**config.mk**
```make
export PLATFORM = sky130hd
export DESIGN_NAME = perf_monitor_flat
export DESIGN_NICKNAME = d
export VERILOG_FILES = /design/src/rtl/perf_monitor_pkg.sv /design/src/rtl/perf_monitor_if.sv /design/src/rtl/perf_counter.sv /design/src/rtl/perf_monitor.sv /design/src/flat_wrapper.sv
export SDC_FILE = /design/constraint.sdc
export NUM_CORES = 1
export LEC_CHECK = 0
export CORE_UTILIZATION = 29
export CTS_BUF_LIST = sky130_fd_sc_hd__clkbuf_8
export CTS_CLUSTER_SIZE = 20
export DETAILED_ROUTE_END_ITERATION = 10
export SKIP_LAST_GASP = 1
export SLEW_MARGIN = 5
export SYNTH_ARGS = -nofsm -noshare
export SYNTH_HDL_FRONTEND = slang
export SYNTH_SLANG_ARGS = --single-unit
```
**constraint.sdc**
```tcl
create_clock -name clk -period 2.8 [get_ports clk]
set_input_delay 0.56 -clock clk [delete_from_list [all_inputs] [get_ports clk]]
set_output_delay 0.56 -clock clk [all_outputs]
set_load 0.01 [all_outputs]
```
**src/rtl/perf_monitor_pkg.sv**
```systemverilog
// perf_monitor_pkg: FSM state type, read-port indices, signature seed and MISR step
package perf_monitor_pkg;
    typedef enum logic [1:0] {IDLE = 2'd0, RUN = 2'd1, DONE = 2'd2} state_t;
    localparam int REG_CYC  = 0;
    localparam int REG_RET  = 1;
    localparam int REG_SIG  = 2;
    localparam int REG_STAT = 3;
    localparam int REG_EVT0 = 4;
    localparam logic [31:0] SIG_SEED = 32'hFFFF_FFFF;
    function automatic logic [31:0] misr_next(input logic [31:0] sig, input logic [31:0] din);
        return {sig[30:0], sig[31] ^ sig[21] ^ sig[1] ^ sig[0]} ^ din;
    endfunction
endpackage

```
**src/rtl/perf_monitor_if.sv**
```systemverilog
// perf_monitor_if: core/event/read-port bundle between the bench or SoC and the monitor
interface perf_monitor_if #(parameter int NUM_CH = 4);
    logic              start;
    logic              stop;
    logic              pc_en;
    logic [31:0]       wb_result;
    logic [NUM_CH-1:0] evt;
    logic [3:0]        rd_sel;
    logic [31:0]       rd_data;
    logic              done;
    logic              led;
    modport master (output start, stop, pc_en, wb_result, evt, rd_sel, input rd_data, done, led);
    modport slave  (input start, stop, pc_en, wb_result, evt, rd_sel, output rd_data, done, led);
endinterface

```
**src/rtl/perf_counter.sv**
```systemverilog
// perf_counter: saturating counter with sticky overflow set by an increment attempted at all-ones
module perf_counter #(parameter int CNT_W = 32) (
    input  logic             clk,
    input  logic             rst,
    input  logic             clr,
    input  logic             inc,
    output logic [CNT_W-1:0] value,
    output logic             ovf
);
    always_ff @(posedge clk) begin
        if (rst || clr) begin
            value <= '0;
            ovf   <= 1'b0;
        end else if (inc) begin
            if (&value) ovf <= 1'b1;
            else value <= value + CNT_W'(1);
        end
    end
endmodule

```
**src/rtl/perf_monitor.sv**
```systemverilog
// perf_monitor: benchmark cycle/retire/event counter with registered read port; PERF_MONITOR_SIG_EN adds a write-back MISR
module perf_monitor
    import perf_monitor_pkg::*;
#(
    parameter int NUM_CH      = 4,
    parameter int CNT_W       = 32,
    parameter int STALL_LIMIT = 256
) (
    input  logic           clk,
    input  logic           rst,
    perf_monitor_if.slave  bus
);
    localparam int N  = NUM_CH + 2;
    localparam int SW = $clog2(STALL_LIMIT + 1);
    state_t           state, state_next;
    logic [SW-1:0]    stall;
    logic             clr, inc_en, stall_hit;
    logic [N-1:0]     inc, ovf;
    logic [CNT_W-1:0] cnt [N];
    logic [7:0]       ovf_evt;
    logic [31:0]      sig, rd_next;
    // stop beats a simultaneous start while running; elsewhere start always restarts
    assign clr       = bus.start && !(state == RUN && bus.stop);
    assign inc_en    = state == RUN && !clr;
    assign stall_hit = !bus.pc_en && stall == SW'(STALL_LIMIT - 1);
    assign inc       = {bus.evt, bus.pc_en, 1'b1} & {N{inc_en}};
    for (genvar g = 0; g < N; g++) begin : g_cnt
        perf_counter #(.CNT_W(CNT_W)) u_cnt (
            .clk, .rst, .clr, .inc(inc[g]), .value(cnt[g]), .ovf(ovf[g])
        );
    end
    always_ff @(posedge clk) state <= rst ? IDLE : state_next;
    always_comb begin
        state_next = state == IDLE ? (bus.start ? RUN : IDLE)
                   : state == RUN  ? (bus.stop ? DONE : bus.start ? RUN : stall_hit ? DONE : RUN)
                   : (bus.start ? RUN : DONE);
    end
    always_comb begin
        bus.done = state == DONE;
        bus.led  = state == DONE;
    end
    always_ff @(posedge clk) begin
        if (rst || clr) stall <= '0;
        else if (state == RUN) stall <= bus.pc_en ? '0 : stall + SW'(1);
    end
`ifdef PERF_MONITOR_SIG_EN
    always_ff @(posedge clk) begin
        if (rst) sig <= '0;
        else if (clr) sig <= SIG_SEED;
        else if (inc_en && bus.pc_en) sig <= misr_next(sig, bus.wb_result);
    end
`else
    logic unused_wb;
    assign unused_wb = ^bus.wb_result;
    assign sig = '0;
`endif
    always_comb begin
        ovf_evt = '0;
        rd_next = '0;
        for (int i = 0; i < NUM_CH; i++) begin
            ovf_evt[i] = ovf[i+2];
            if (int'(bus.rd_sel) == REG_EVT0 + i) rd_next = 32'(cnt[i+2]);
        end
        rd_next = int'(bus.rd_sel) == REG_CYC  ? 32'(cnt[0])
                : int'(bus.rd_sel) == REG_RET  ? 32'(cnt[1])
                : int'(bus.rd_sel) == REG_SIG  ? sig
                : int'(bus.rd_sel) == REG_STAT ? {16'b0, ovf_evt, ovf[1], ovf[0], 4'b0, state}
                : rd_next;
    end
    always_ff @(posedge clk) bus.rd_data <= rst ? '0 : rd_next;
endmodule

```
**src/flat_wrapper.sv**
```systemverilog
// flat-port wrapper written by rule: the top's interface ports become plain ports
module perf_monitor_flat import perf_monitor_pkg::*;
#(
    parameter int NUM_CH      = 4,
    parameter int CNT_W       = 32,
    parameter int STALL_LIMIT = 256
)
  (clk, rst, bus_start, bus_stop, bus_pc_en, bus_wb_result, bus_evt, bus_rd_sel, bus_rd_data, bus_done, bus_led);
  perf_monitor_if #(.NUM_CH(NUM_CH)) bus_i ();
  input  logic clk;
  input  logic rst;
  input wire logic [$bits(bus_i.start)-1:0] bus_start;
  input wire logic [$bits(bus_i.stop)-1:0] bus_stop;
  input wire logic [$bits(bus_i.pc_en)-1:0] bus_pc_en;
  input wire logic [$bits(bus_i.wb_result)-1:0] bus_wb_result;
  input wire logic [$bits(bus_i.evt)-1:0] bus_evt;
  input wire logic [$bits(bus_i.rd_sel)-1:0] bus_rd_sel;
  output wire logic [$bits(bus_i.rd_data)-1:0] bus_rd_data;
  output wire logic [$bits(bus_i.done)-1:0] bus_done;
  output wire logic [$bits(bus_i.led)-1:0] bus_led;
  assign bus_i.start = bus_start;
  assign bus_i.stop = bus_stop;
  assign bus_i.pc_en = bus_pc_en;
  assign bus_i.wb_result = bus_wb_result;
  assign bus_i.evt = bus_evt;
  assign bus_i.rd_sel = bus_rd_sel;
  assign bus_rd_data = bus_i.rd_data;
  assign bus_done = bus_i.done;
  assign bus_led = bus_i.led;
  perf_monitor #(.NUM_CH(NUM_CH), .CNT_W(CNT_W), .STALL_LIMIT(STALL_LIMIT)) u_core (.clk(clk), .rst(rst), .bus(bus_i));
endmodule
```
==> impl_metrics.env <==
export IMPL_final_period_utilization_pct=93.9
export IMPL_cts_sinks=241
export IMPL_drc=0
export IMPL_synth_area_leaders="dfxtp_1, mux4_2, a21oi_1, or4_1, nand2_1"
export IMPL_num_vias=12200
export IMPL_rows=75
export IMPL_clock_fmax_ghz=0.380
export IMPL_die_area_um2=44200
export IMPL_cp_data_required_time_ns=2.24
export IMPL_yosys_area_top_type="dfxtp_1"
export IMPL_reg2reg_depth=6
export IMPL_clk_pin_slew_ns=0.06
export IMPL_ir_drop_mv=0.294
export IMPL_routed_wirelength_um=39500
export IMPL_r2r_slack_ns=0.23
export IMPL_hold_start="u_core.g_cnt[1].u_cnt.ovf"
export IMPL_combPwrFrac_pct=4.9
export IMPL_synthSimpleGateAreaFrac_pct=28.9
export IMPL_place_gp_congestion=0.889
export IMPL_worstMarginPinSlew_ns=0.885
export IMPL_drive_gt1_share_pct=12.3
export IMPL_cp_end_kind="output pin"
export IMPL_critPathMaxFanout=7
export IMPL_slew_headroom_pct=40.5
export IMPL_grt_pass1_vias=11100
export IMPL_async_flop_share_pct=0
export IMPL_drt_first_pass_iters=6
export IMPL_layout_nets=1590
export IMPL_initial_core_util_pct=29.7
export IMPL_swShare_pct=24.8
export IMPL_muxShareOfSynthArea_pct=8.00
export IMPL_htreeDepth=2
export IMPL_ys_seq_area_share_pct=38.4
export IMPL_ys_ff_latch=241
export IMPL_period_needed_ns=2.63
export IMPL_power_frac_seq_pct=47.7
export IMPL_rsz0062_at_grt="no"
export IMPL_synthesis_nets=1517
export IMPL_synth_top_area_share_pct=38.4
export IMPL_cts_setup_buffers=0
export IMPL_power_switching_uw=1790
export IMPL_drt_antenna_violating_nets=0
export IMPL_slew_viol_final=0
export IMPL_arrival_ns=2.07
export IMPL_grt_max_degree=56
export IMPL_ys_flop_type="dfxtp_1"
export IMPL_grtUsageTotal_pct=17.7
export IMPL_power_total_uw=7220
export IMPL_fillers=4286
export IMPL_syn_inst=1464
export IMPL_core_area_um2=42300
export IMPL_antenna_found_initial=0
export IMPL_yosys_top_cells_count="dfxtp_1, a21oi_1, nand2_1, nor2_1, o21ai_0"
export IMPL_r2r_end="u_core.g_cnt[4].u_cnt.value[12]"
export IMPL_yosys_warnings=0
export IMPL_io_buffers=46
export IMPL_overflow=0
export IMPL_viasPerCell=5.68
export IMPL_synthAdderAreaFrac_pct=0.797
export IMPL_leakagePower_uw=0.00440
export IMPL_cts_hold_buf=0
export IMPL_syn2layout_area_growth_pct=18.9
export IMPL_synth_area_um2=12600
export IMPL_synth_distinct_cells=64
export IMPL_setup_viol=0
export IMPL_p_per_area_nw_per_um2=484
export IMPL_grt_pass1_wl_um=62000
export IMPL_reg2reg_from="u_core.g_cnt[4].u_cnt.value[19]"
export IMPL_dpl_hpwl_um=28900
export IMPL_p_int_uw=5430
export IMPL_max_cap_viol_count=0
export IMPL_min_to="u_core.g_cnt[1].u_cnt.ovf"
export IMPL_min_path_cells=1
export IMPL_clock_path_buffers=3
export IMPL_fin_util_pct=35.3
export IMPL_cts_buffers=43
export IMPL_routedWlPerCell_um=18.4
export IMPL_cts_tree="yes"
export IMPL_synth_edf_count=0
export IMPL_die_x_um=210
export IMPL_cts_resized=0
export IMPL_synth_top_family_by_area="simple AND/OR/NAND/NOR gates"
export IMPL_setup_tns_ns=0
export IMPL_die_height_um=210
export IMPL_final_hold_viol_count=0
export IMPL_synth_most_common_cell="dfxtp_1"
export IMPL_clockPowerShare_pct=47.4
export IMPL_skew_ns=0.0214
export IMPL_io_pins=79
export IMPL_synth_compound_area_share_pct=18.7
export IMPL_status="finished, final reports clean"
export IMPL_start_kind="flip-flop"
export IMPL_hold_path_class="reg2reg"
export IMPL_synth_xor_area_share_pct=1.46
export IMPL_drt_iter0_drc=1163
export IMPL_clk_latency_ns=0.58
export IMPL_cts_root_buf="clkbuf_8"
export IMPL_syn_avg_cell_area_um2=8.58
export IMPL_worstSetupPathType="reg2out"
==> state kept, by name (all words and copies together), names as in the netlist <==
register                  flops
u_core.g_cnt.u_cnt.ovf        6
u_core.bus.rd_data           32
u_core.state                  2
u_core.stall                  9
u_core.g_cnt.u_cnt.value    192
==> cells in the final DEF (no fill, tap or decap), drive strengths merged, types with 33 or more instances in the layout <==
| cell | instances |
|---|---|
| a21oi | 135 |
| buf | 71 |
| clkbuf | 59 |
| clkdlybuf4s50 | 45 |
| dfxtp | 241 |
| inv | 43 |
| nand2 | 128 |
| nand3 | 74 |
| nand4 | 61 |
| nor2 | 89 |
| nor4 | 33 |
| o21ai | 85 |
| o31ai | 61 |
| or3 | 65 |
| or4 | 73 |
==> worst max-delay path: stages (launching register included) <==
cell and delay [ns]:
dfxtp_1 0.41, nor2b_1 0.45, clkdlybuf4s50_1 0.63
==> power by group through the flow <==
| stage | Clock, uW | Sequential [uW] | Combinational, uW |
|---|---|---|---|
| finish | 3420 | 3450 | 352 |
| global route | 3650 | 3450 | 383 |
| CTS | 3490 | 3450 | 354 |
| detailed placement | 0 | 3520 | 352 |
| global placement | 0 | 3520 | 346 |
| floorplan | 0 | 3520 | 204 |
==> cells by family after synthesis <==
group | after synthesis
adder cells (fa/ha/maj) | 8
multiplexers | 60
AO/OA/AOI/OAI | 371
buffers and inverters | 117
XOR/XNOR | 21
AND/OR/NAND/NOR | 646
flip-flops | 241
==> per-layer routing <==
| layer | routed length (um) | global-route usage (%) | vias up | part of all wire [%] |
|---|---|---|---|---|
| met2 | 18700 | 29.0 | 318 | 47 |
| met3 | 1590 | 2.49 | 81 | 4.0 |
| met5 | 0 | 0 | - | 0 |
| met1 | 17700 | 23.1 | 5966 | 45 |
| met4 | 1550 | 7.83 | 0 | 3.9 |
| li1 | - | - | 5846 | - |
==> worst max-delay path by stage <==
stage	end	slack, ns	from
after floorplan	u_core.bus.rd_data[20]	0.37	bus_rd_sel[1]
after global placement	u_core.g_cnt[4].u_cnt.value[31]	0.02	bus_stop
after detailed placement	u_core.g_cnt[4].u_cnt.value[31]	0.01	bus_stop
after CTS	bus_done	0.11	u_core.state[1]
after global routing	u_core.g_cnt[4].u_cnt.value[8]	0.1	u_core.g_cnt[4].u_cnt.value[19]
final	bus_done	0.17	u_core.state[1]
==> per-stage QoR <==
step	instances	worst slack [ns]	hold WS, ns	area (um^2)
after floorplan	1464	0.371	0.437	12600
after global placement	2069	0.0170	0.449	14000
after detailed placement	2069	0.0141	0.456	14000
after CTS	2147	0.109	0.471	14900
after global routing	2147	0.0983	0.486	14900
final	2148	0.172	0.468	14900
==> final cells by class <==
type | count | area [um^2] | share of cell area, %
multi-input combinational | 1106 | 7320 | 49.0
sequential | 241 | 4820 | 32.3
timing repair buffer | 116 | 1070 | 7.15
clock buffer | 59 | 812 | 5.44
tap | 577 | 722 | 4.83
inverter | 29 | 109 | 0.729
clock inverter | 19 | 85.1 | 0.569
antenna | 1 | 2.50 | 0.0167
(Power assumes the default switching activity.)
